## config.mk

```make
export PLATFORM = sky130hd
export DESIGN_NAME = fetch_decode_ctrl
export DESIGN_NICKNAME = d
export VERILOG_FILES = /design/src/rtl/core_pkg.sv /design/src/rtl/fdc_watchdog.sv /design/src/rtl/fetch_decode_ctrl.sv
export SDC_FILE = /design/constraint.sdc
export NUM_CORES = 1
export LEC_CHECK = 0
export BUFFER_PORTS_ARGS = -buffer_cell sky130_fd_sc_hd__buf_2
export CAP_MARGIN = 20
export CORE_MARGIN = 2
export CORE_UTILIZATION = 25
export CTS_BUF_LIST = sky130_fd_sc_hd__clkbuf_4 sky130_fd_sc_hd__clkbuf_8
export DETAILED_ROUTE_END_ITERATION = 8
export SLEW_MARGIN = 10
export SYNTH_ARGS = -nofsm -noshare
export SYNTH_HDL_FRONTEND = slang
export SYNTH_SLANG_ARGS = --single-unit
```

## constraint.sdc

```tcl
create_clock -name clk -period 2.7 [get_ports clk]
set_input_delay 0.27 -clock clk [delete_from_list [all_inputs] [get_ports clk]]
set_output_delay 0.27 -clock clk [all_outputs]
set_load 0.02 [all_outputs]
```

## src/rtl/core_pkg.sv

```systemverilog
// Shared definitions for the fetch/decode sequencer: opcode map, instruction
// field positions and the sequencer state encoding.
package core_pkg;

    localparam logic [3:0] OP_JMP  = 4'hC;
    localparam logic [3:0] OP_BZ   = 4'hD;
    localparam logic [3:0] OP_NOP  = 4'hE;
    localparam logic [3:0] OP_HALT = 4'hF;
    localparam logic [3:0] ALU_MAX = 4'hB;

    localparam int OP_MSB  = 15;
    localparam int OP_LSB  = 12;
    localparam int RI_MSB  = 11;
    localparam int RI_LSB  = 8;
    localparam int RJ_MSB  = 7;
    localparam int RJ_LSB  = 4;
    localparam int IMM_MSB = 7;
    localparam int IMM_LSB = 0;

    typedef enum logic [2:0] {
        IDLE     = 3'd0,
        FETCH    = 3'd1,
        DECODE   = 3'd2,
        ISSUE    = 3'd3,
        WAIT_ALU = 3'd4,
        HALTED   = 3'd5
    } fdcState_e;

    function automatic logic isAluOp(input logic [3:0] op);
        return (op <= ALU_MAX);
    endfunction

endpackage

```

## src/rtl/fdc_watchdog.sv

```systemverilog
// Cycle counter guarding the wait for the ALU FSM; expired is raised on the
// TIMEOUT-th enabled cycle after a clear.
module fdc_watchdog #(
    parameter int TIMEOUT = 64
) (
    input  logic clk,
    input  logic reset,
    input  logic clear,
    input  logic enable,
    output logic expired
);

    localparam int CNT_W = $clog2(TIMEOUT);
    localparam logic [CNT_W-1:0] CNT_LAST = CNT_W'(TIMEOUT - 1);
    localparam logic [CNT_W-1:0] CNT_ONE  = CNT_W'(1);

    logic [CNT_W-1:0] count_r;

    // Counter saturates at its last value so it can never alias back to zero.
    always_ff @(posedge clk) begin
        if (!reset) begin
            count_r <= '0;
        end else if (clear) begin
            count_r <= '0;
        end else if (enable && (count_r != CNT_LAST)) begin
            count_r <= count_r + CNT_ONE;
        end else begin
            count_r <= count_r;
        end
    end

    assign expired = enable && (count_r == CNT_LAST);

endmodule

```

## src/rtl/fetch_decode_ctrl.sv

```systemverilog
// Instruction fetch/decode sequencer: resolves control flow locally and hands
// ALU-class instructions to the ALU FSM, guarded by a watchdog.
module fetch_decode_ctrl
    import core_pkg::*;
#(
    parameter int PC_W    = 8,
    parameter int TIMEOUT = 64
) (
    input  logic            clk,
    input  logic            reset,
    input  logic            run,
    output logic [PC_W-1:0] imem_addr,
    output logic            imem_rd,
    input  logic [15:0]     imem_data,
    input  logic            imem_valid,
    input  logic            zero_flag,
    output logic            ALUstr,
    output logic [3:0]      opCode,
    output logic [3:0]      regI,
    output logic [3:0]      regJ,
    input  logic            aluDone,
    output logic [PC_W-1:0] pc,
    output logic            halted,
    output logic            err
);

    localparam logic [PC_W-1:0] PC_ONE = PC_W'(1);

    fdcState_e       state_r;
    fdcState_e       nextState_s;
    logic [PC_W-1:0] pc_r;
    logic [PC_W-1:0] pcNext_s;
    logic [15:0]     instr_r;
    logic [3:0]      opCode_r;
    logic [3:0]      regI_r;
    logic [3:0]      regJ_r;
    logic            aluStr_r;
    logic            imemRd_r;
    logic            halted_r;
    logic            err_r;
    logic            errSet_s;
    logic            wdClear_s;
    logic            wdEnable_s;
    logic            wdExpired_s;

    logic [3:0]      instrOp_s;
    logic [PC_W-1:0] instrImm_s;
    logic [PC_W-1:0] pcInc_s;

    assign instrOp_s  = instr_r[OP_MSB:OP_LSB];
    assign instrImm_s = PC_W'(instr_r[IMM_MSB:IMM_LSB]);
    assign pcInc_s    = pc_r + PC_ONE;
    assign wdClear_s  = (state_r == ISSUE);
    assign wdEnable_s = (state_r == WAIT_ALU);

    fdc_watchdog #(
        .TIMEOUT (TIMEOUT)
    ) u_watchdog (
        .clk     (clk),
        .reset   (reset),
        .clear   (wdClear_s),
        .enable  (wdEnable_s),
        .expired (wdExpired_s)
    );

    // Next-state and next-pc decision for every sequencer state.
    always_comb begin
        nextState_s = state_r;
        pcNext_s    = pc_r;
        errSet_s    = 1'b0;
        case (state_r)
            IDLE: begin
                if (run) begin
                    nextState_s = FETCH;
                end else begin
                    nextState_s = IDLE;
                end
            end
            FETCH: begin
                if (imem_valid) begin
                    nextState_s = DECODE;
                end else begin
                    nextState_s = FETCH;
                end
            end
            DECODE: begin
                if (isAluOp(instrOp_s)) begin
                    nextState_s = ISSUE;
                end else if (instrOp_s == OP_HALT) begin
                    nextState_s = HALTED;
                end else begin
                    case (instrOp_s)
                        OP_JMP:  pcNext_s = instrImm_s;
                        OP_BZ:   pcNext_s = zero_flag ? instrImm_s : pcInc_s;
                        OP_NOP:  pcNext_s = pcInc_s;
                        default: pcNext_s = pcInc_s;
                    endcase
                    nextState_s = run ? FETCH : IDLE;
                end
            end
            ISSUE: begin
                nextState_s = WAIT_ALU;
            end
            WAIT_ALU: begin
                // A completion in the expiry cycle still counts as success.
                if (aluDone) begin
                    pcNext_s    = pcInc_s;
                    nextState_s = run ? FETCH : IDLE;
                end else if (wdExpired_s) begin
                    errSet_s    = 1'b1;
                    nextState_s = HALTED;
                end else begin
                    nextState_s = WAIT_ALU;
                end
            end
            HALTED: begin
                nextState_s = HALTED;
            end
            default: begin
                nextState_s = IDLE;
            end
        endcase
    end

    // State, program counter and instruction register.
    always_ff @(posedge clk) begin
        if (!reset) begin
            state_r <= IDLE;
            pc_r    <= '0;
            instr_r <= 16'h0000;
        end else begin
            state_r <= nextState_s;
            pc_r    <= pcNext_s;
            if ((state_r == FETCH) && imem_valid) begin
                instr_r <= imem_data;
            end else begin
                instr_r <= instr_r;
            end
        end
    end

    // Registered outputs derived from the upcoming state so they align with it.
    always_ff @(posedge clk) begin
        if (!reset) begin
            aluStr_r <= 1'b0;
            imemRd_r <= 1'b0;
            halted_r <= 1'b0;
            err_r    <= 1'b0;
            opCode_r <= 4'h0;
            regI_r   <= 4'h0;
            regJ_r   <= 4'h0;
        end else begin
            aluStr_r <= (nextState_s == ISSUE);
            imemRd_r <= (nextState_s == FETCH);
            halted_r <= (nextState_s == HALTED);
            err_r    <= err_r | errSet_s;
            if ((state_r == DECODE) && isAluOp(instrOp_s)) begin
                opCode_r <= instrOp_s;
                regI_r   <= instr_r[RI_MSB:RI_LSB];
                regJ_r   <= instr_r[RJ_MSB:RJ_LSB];
            end else begin
                opCode_r <= opCode_r;
                regI_r   <= regI_r;
                regJ_r   <= regJ_r;
            end
        end
    end

    assign imem_addr = pc_r;
    assign imem_rd   = imemRd_r;
    assign ALUstr    = aluStr_r;
    assign opCode    = opCode_r;
    assign regI      = regI_r;
    assign regJ      = regJ_r;
    assign pc        = pc_r;
    assign halted    = halted_r;
    assign err       = err_r;

endmodule

```

Word level (Yosys, flattened, before mapping)
Index checks and enable logic that the tools add are counted.

Multiplexer cells: 16. Bitwise logic cells: 2. Reduce and logical (&&, ||, !) cells: 8. Add/sub/neg operators: 2. Equal/unequal tests: 16. Order comparisons: 1.

Operators by type and width (number): 8-bit two-way mux (4); 8-bit case mux with 2 select lines (2); 3-bit case mux with 6 select lines (1); 4-bit equality test (second input constant) (3); 3-bit by 2-bit equality test with 1-bit output (second input constant) (3); 3-bit equality test (second input constant) (3); 3-bit two-way mux (3); 8-bit by 1-bit adder with 8-bit output (second input constant) (1); 6-bit by 1-bit adder with 6-bit output (second input constant) (1); 3-bit by 1-bit equality test with 1-bit output (second input constant) (2); 6-bit equality test (second input constant) (1); 2-bit inequality test (second input constant) (3); 6-bit inequality test (second input constant) (1); 1-bit two-way mux (5); 4-bit less-or-equal comparator (second input constant) (1); 1-bit logical AND (4); 4-bit AND reduction (1); 3-bit logical NOT (1); 2-bit two-way mux (1); 2-bit nonzero test (1); 2-bit OR reduction (1); 1-bit NOT (1); 1-bit bitwise OR (1).

Word-level logic and storage cells: 56. Input bits: 22. Flip-flop bits (word level): 49. Output and inout port bits: 32.

Longest topological paths before layout
Depth after elaboration: 6. Depth in mapped cells: 7.

Modules after synthesis
A second synthesis with hierarchy kept.

Cell total of the unflattened synthesis: 273. Area total of the unflattened synthesis: 2242.2 um2.

Modules (own cells, without submodules): fetch_decode_ctrl (seq. area each 860.8 um2, cells each 238, area each 1931.9 um2, instances 1); fdc_watchdog (seq. area each 120.1 um2, cells each 35, area each 310.3 um2, instances 1).

Worst setup path after synthesis
No wires, ideal clock.

Kind: flip-flop to flip-flop. From: register state_r[2]. To: register imemRd_r (netlist: imem_rd). Stages on the path, launching flop included: 6. Setup slack: 1.068 ns. Data arrival time: 1.532 ns. Buffers on the path: 2. Cell sequence: dfxtp_1 buf_4 or3b_1 buf_2 o32a_4 a2111oi_4.

Cells in the longest elaborated chain, start to end: 6. Elaborated cells between the ends (all ways): 11. Classes of those cells: eq/ne (6); mux (3); reduce/logical (2).

Ends and longest elaborated chain: from (decl) (RTL line fetch_decode_ctrl.sv:29) `fdcState_e state_r;`; from (signal assigned) (RTL line fetch_decode_ctrl.sv:132) `state_r <= nextState_s;`; 3-bit equality test (RTL line fetch_decode_ctrl.sv:54, fetch_decode_ctrl.sv:71); 1-bit logical AND (RTL line fdc_watchdog.sv:32) `assign expired = enable && (count_r == CNT_LAST);`; 1-bit two-way mux (RTL line fetch_decode_ctrl.sv:109) `end else if (wdExpired_s) begin`; 3-bit two-way mux (RTL line fetch_decode_ctrl.sv:106) `if (aluDone) begin`; 3-bit case mux with 6 select lines * (RTL line fetch_decode_ctrl.sv:71) `case (state_r)`; 3-bit by 1-bit equality test with 1-bit output * (RTL line fetch_decode_ctrl.sv:154) `imemRd_r <= (nextState_s == FETCH);`; to (signal assigned) (RTL line fetch_decode_ctrl.sv:154); to (decl) (RTL line fetch_decode_ctrl.sv:38) `logic imemRd_r;`.

Every way passes the cells marked *; elsewhere a longest branch is shown, timed or not. A chain may end at the register's enable or synchronous reset.

Worst setup path in the final report
From: register state_r[1]. To: register pc_r[0] (netlist: imem_addr[0]).

Cells in the longest elaborated chain, start to end: 3. Elaborated cells between the ends (all ways): 8. Classes of those cells: eq/ne (5); mux (1); reduce/logical (2).

Ends and longest elaborated chain: 3-bit by 2-bit equality test with 1-bit output / 3-bit equality test (equally long branches) (RTL line fetch_decode_ctrl.sv:71); 2-bit inequality test (no line) / 2-bit nonzero test (equally long branches); 4-bit AND reduction (no line); to (signal assigned) (RTL line fetch_decode_ctrl.sv:133) `pc_r <= pcNext_s;`; to (decl) (RTL line fetch_decode_ctrl.sv:31) `logic [PC_W-1:0] pc_r;`.

Several ways; a longest one is shown, not always the timed one.

==> impl_metrics.toml <==
[clock_tree]
cts_root_buffer = "clkbuf_8"
postCtsSetupRepairBufs = 0
cts_sinks = 49
hold_buffers = 0
cts_tree = "yes"
clockBufferDepth = 2
clkTransAtPathRegs_ns = 0.10
cts_made_buffers = 5
htreeDepth = 2
post_cts_resized = 0
insertion_delay_ns = 0.31

[worst_setup_path]
worstReg2RegStart = "state_r[1]$_SDFF_PN0_"
r2r-end = "imem_addr[0]$_SDFFE_PN0P_"
cp.arrival_ns = 2.12
required_ns = 2.92
r2r_cells = 4
end_kind = "flip-flop"
cp-start-kind = "flip-flop"
path_class = "reg -> reg"
critPathMaxFanout = 13
r2r_slack_ns = 0.80

[place]
dpl.hpwl_um = 3890
gp_congestion = 0.801
io_buffers = 53

[logic_synthesis]
synth_area_per_cell_um2 = 8.23
synthesis.area_um2 = 2220
synth_ff_type = "dfxtp_1"
synth_edf_count = 0
synth.distinct_cells = 48
syn_nets = 294
synth_seq_cells = 49
yosysWarnings = 0
synthArstFlopShare_pct = 0
seq_area_frac_synth_pct = 44.1
synth_cells = 270

[drt]
wire_per_inst_um = 12.8
wirelength_um = 5350
vias = 1979
ant_nets = 0
route.detailed.drc = 0
dr.pass1.iters = 4
via_per_inst = 4.72
drt_iter0_drc = 90

[global_route]
grt_pass1_vias = 1862
grt_overflow_total = 0
antenna_found_initial = 0
grt_pass1_wl_um = 9030
track_usage_pct = 11.2
grt_max_degree = 34

[min_path]
min_from = "imem_data[10]"
worstHoldPathCells = 3
holdPathEnd = "instr_r[10]$_SDFFE_PN0P_"
hold_class = "in -> reg"

[sta]
finalCritPeriodShare_pct = 70.3
relSlewSlack_pct = 31.7
fin_setup_tns_ns = 0
clock_skew_ns = 0.00795
setup_viol = 0
rsz0062_at_grt = "false"
hold_viol = 0
clock.fmax_ghz = 0.527
maxSlewViolCount = 0
min_period_ns = 1.90
tightest_slew_ns = 1.02

[final_layout]
seqCellArea_um2 = 981
multi_input_area_um2 = 1110
n_fill_cell = 951
final_cell_mix = "71 x nand2_1, 53 x buf_2, 49 x dfxtp_1"
drive_gt1_share_pct = 22.8
fin_util_pct = 30.2
layout_commonest_cell = "nand2_1"
areaGrowthSynthToFinish_pct = 18.1
insertedDiodeCount = 0
final_nets = 334

[run]
maxCapViolations = 0

[floorplanning]
ios = 54
core_region_area_um2 = 8680
start_util_pct = 25.6
die-area_um2 = 9660
die_w_um = 98.3
core.rowCount = 34
die_y_um = 98.3

[pwr]
p_per_area_nw_per_um2 = 554
leakage_nw = 1.05
peakVddDrop_mv = 0.333
total_power_mw = 1.45

[outcome]
status = "finished, final reports clean"
-- where the power goes --
part,internal [mW],leakage [nW],switching [mW]
combinational,0.0563,0.601,0.0876
sequential,0.747,0.397,0.0250
clock,0.278,0.0543,0.261
total,1.08,1.05,0.373
-- logic make-up (layout without fill, tap and decap cells) --
family / after synthesis / count (layout) / synth area share, %
and+or+nand+nor: 122 / 122 / 25.4
AOI/OAI and AO/OA: 63 / 63 / 18.9
DFF: 49 / 49 / 44.1
buffers and inverters: 24 / 65 / 6.13
muxes: 7 / 7 / 3.15
xor gates and xnor gates: 3 / 3 / 1.18
adders and majority gates: 2 / 2 / 1.13
-- registers in the layout (all words and copies together), names as in the netlist, 3 cells and up --
| name | flops |
|---|---|
| instr_r | 16 |
| imem_addr | 8 |
| regJ | 4 |
| opCode | 4 |
| u_watchdog.count_r | 6 |
| state_r | 3 |
| regI | 4 |
-- worst max-delay path by stage --
stage	slack [ns]	to	cells after the start	start
after CTS	0.85	imem_addr[0]$_SDFFE_PN0P_	4	state_r[1]$_SDFF_PN0_
final	0.80	imem_addr[0]$_SDFFE_PN0P_	4	state_r[1]$_SDFF_PN0_
after detailed placement	0.89	imem_addr[0]$_SDFFE_PN0P_	4	state_r[1]$_SDFF_PN0_
after global placement	0.90	imem_addr[0]$_SDFFE_PN0P_	4	state_r[1]$_SDFF_PN0_
after global routing	0.67	imem_addr[0]$_SDFFE_PN0P_	4	state_r[1]$_SDFF_PN0_
after floorplan	1.07	imem_rd$_SDFF_PN0_	5	state_r[2]$_SDFF_PN0_
-- through the flow --
stage | area [um2] | hold WS [ns] | setup slack, ns | cells
2_1_floorplan | 2220 | 0.406 | 1.07 | 270
3_3_place_gp | 2510 | 0.444 | 0.898 | 411
3_5_place_dp | 2510 | 0.445 | 0.887 | 411
4_1_cts | 2630 | 0.189 | 0.852 | 419
5_1_grt | 2630 | 0.188 | 0.669 | 419
6_report | 2630 | 0.192 | 0.801 | 419
-- critical path, stage by stage (launching register included) --
cell and delay, ns:
dfxtp_1 0.60, nor3b_1 0.39, a32oi_1 0.29, or3_1 0.38, a31oi_1 0.15
-- synthesized netlist by cell type (all sizes together) (2+ instances only) --
cell,n,share of area [%]
nand2,71,12
dfxtp,49,44
a21oi,36,8.1
nor2,15,2.5
buf,14,4.4
clkbuf,8,1.4
mux2i,7,3.2
nand3,6,1.4
nor3,6,1.4
o22ai,6,1.7
a31oi,3,1.1
and2,3,0.84
nor2b,3,0.84
nor3b,3,1.5
o21a,3,1.0
or3b,3,1.2
a311oi,2,0.79
ha,2,1.1
inv,2,0.34
nand3b,2,0.68
o21ai,2,0.45
or2,2,0.56
or4,2,0.84
xnor2,2,0.79
-- final cells by class --
class	instances	area share [%]
repair buffers	55	10.7
clock buffers	5	2.62
flip-flops and latches	49	37.4
well taps	108	5.15
inverters	2	0.286
multi-input cells	197	42.1
clock inverters	3	1.76
-- per-layer routing --
metal / vias to the layer above / GRT usage [%] / share of wire [%]
met5: - / 0 / 0
met3: 4 / 2.65 / 5.5
li1: 1002 / - / -
met2: 56 / 17.1 / 44
met1: 917 / 16.2 / 49
met4: 0 / 2.53 / 0.58
No activity file was read; power rests on OpenSTA's default activity.
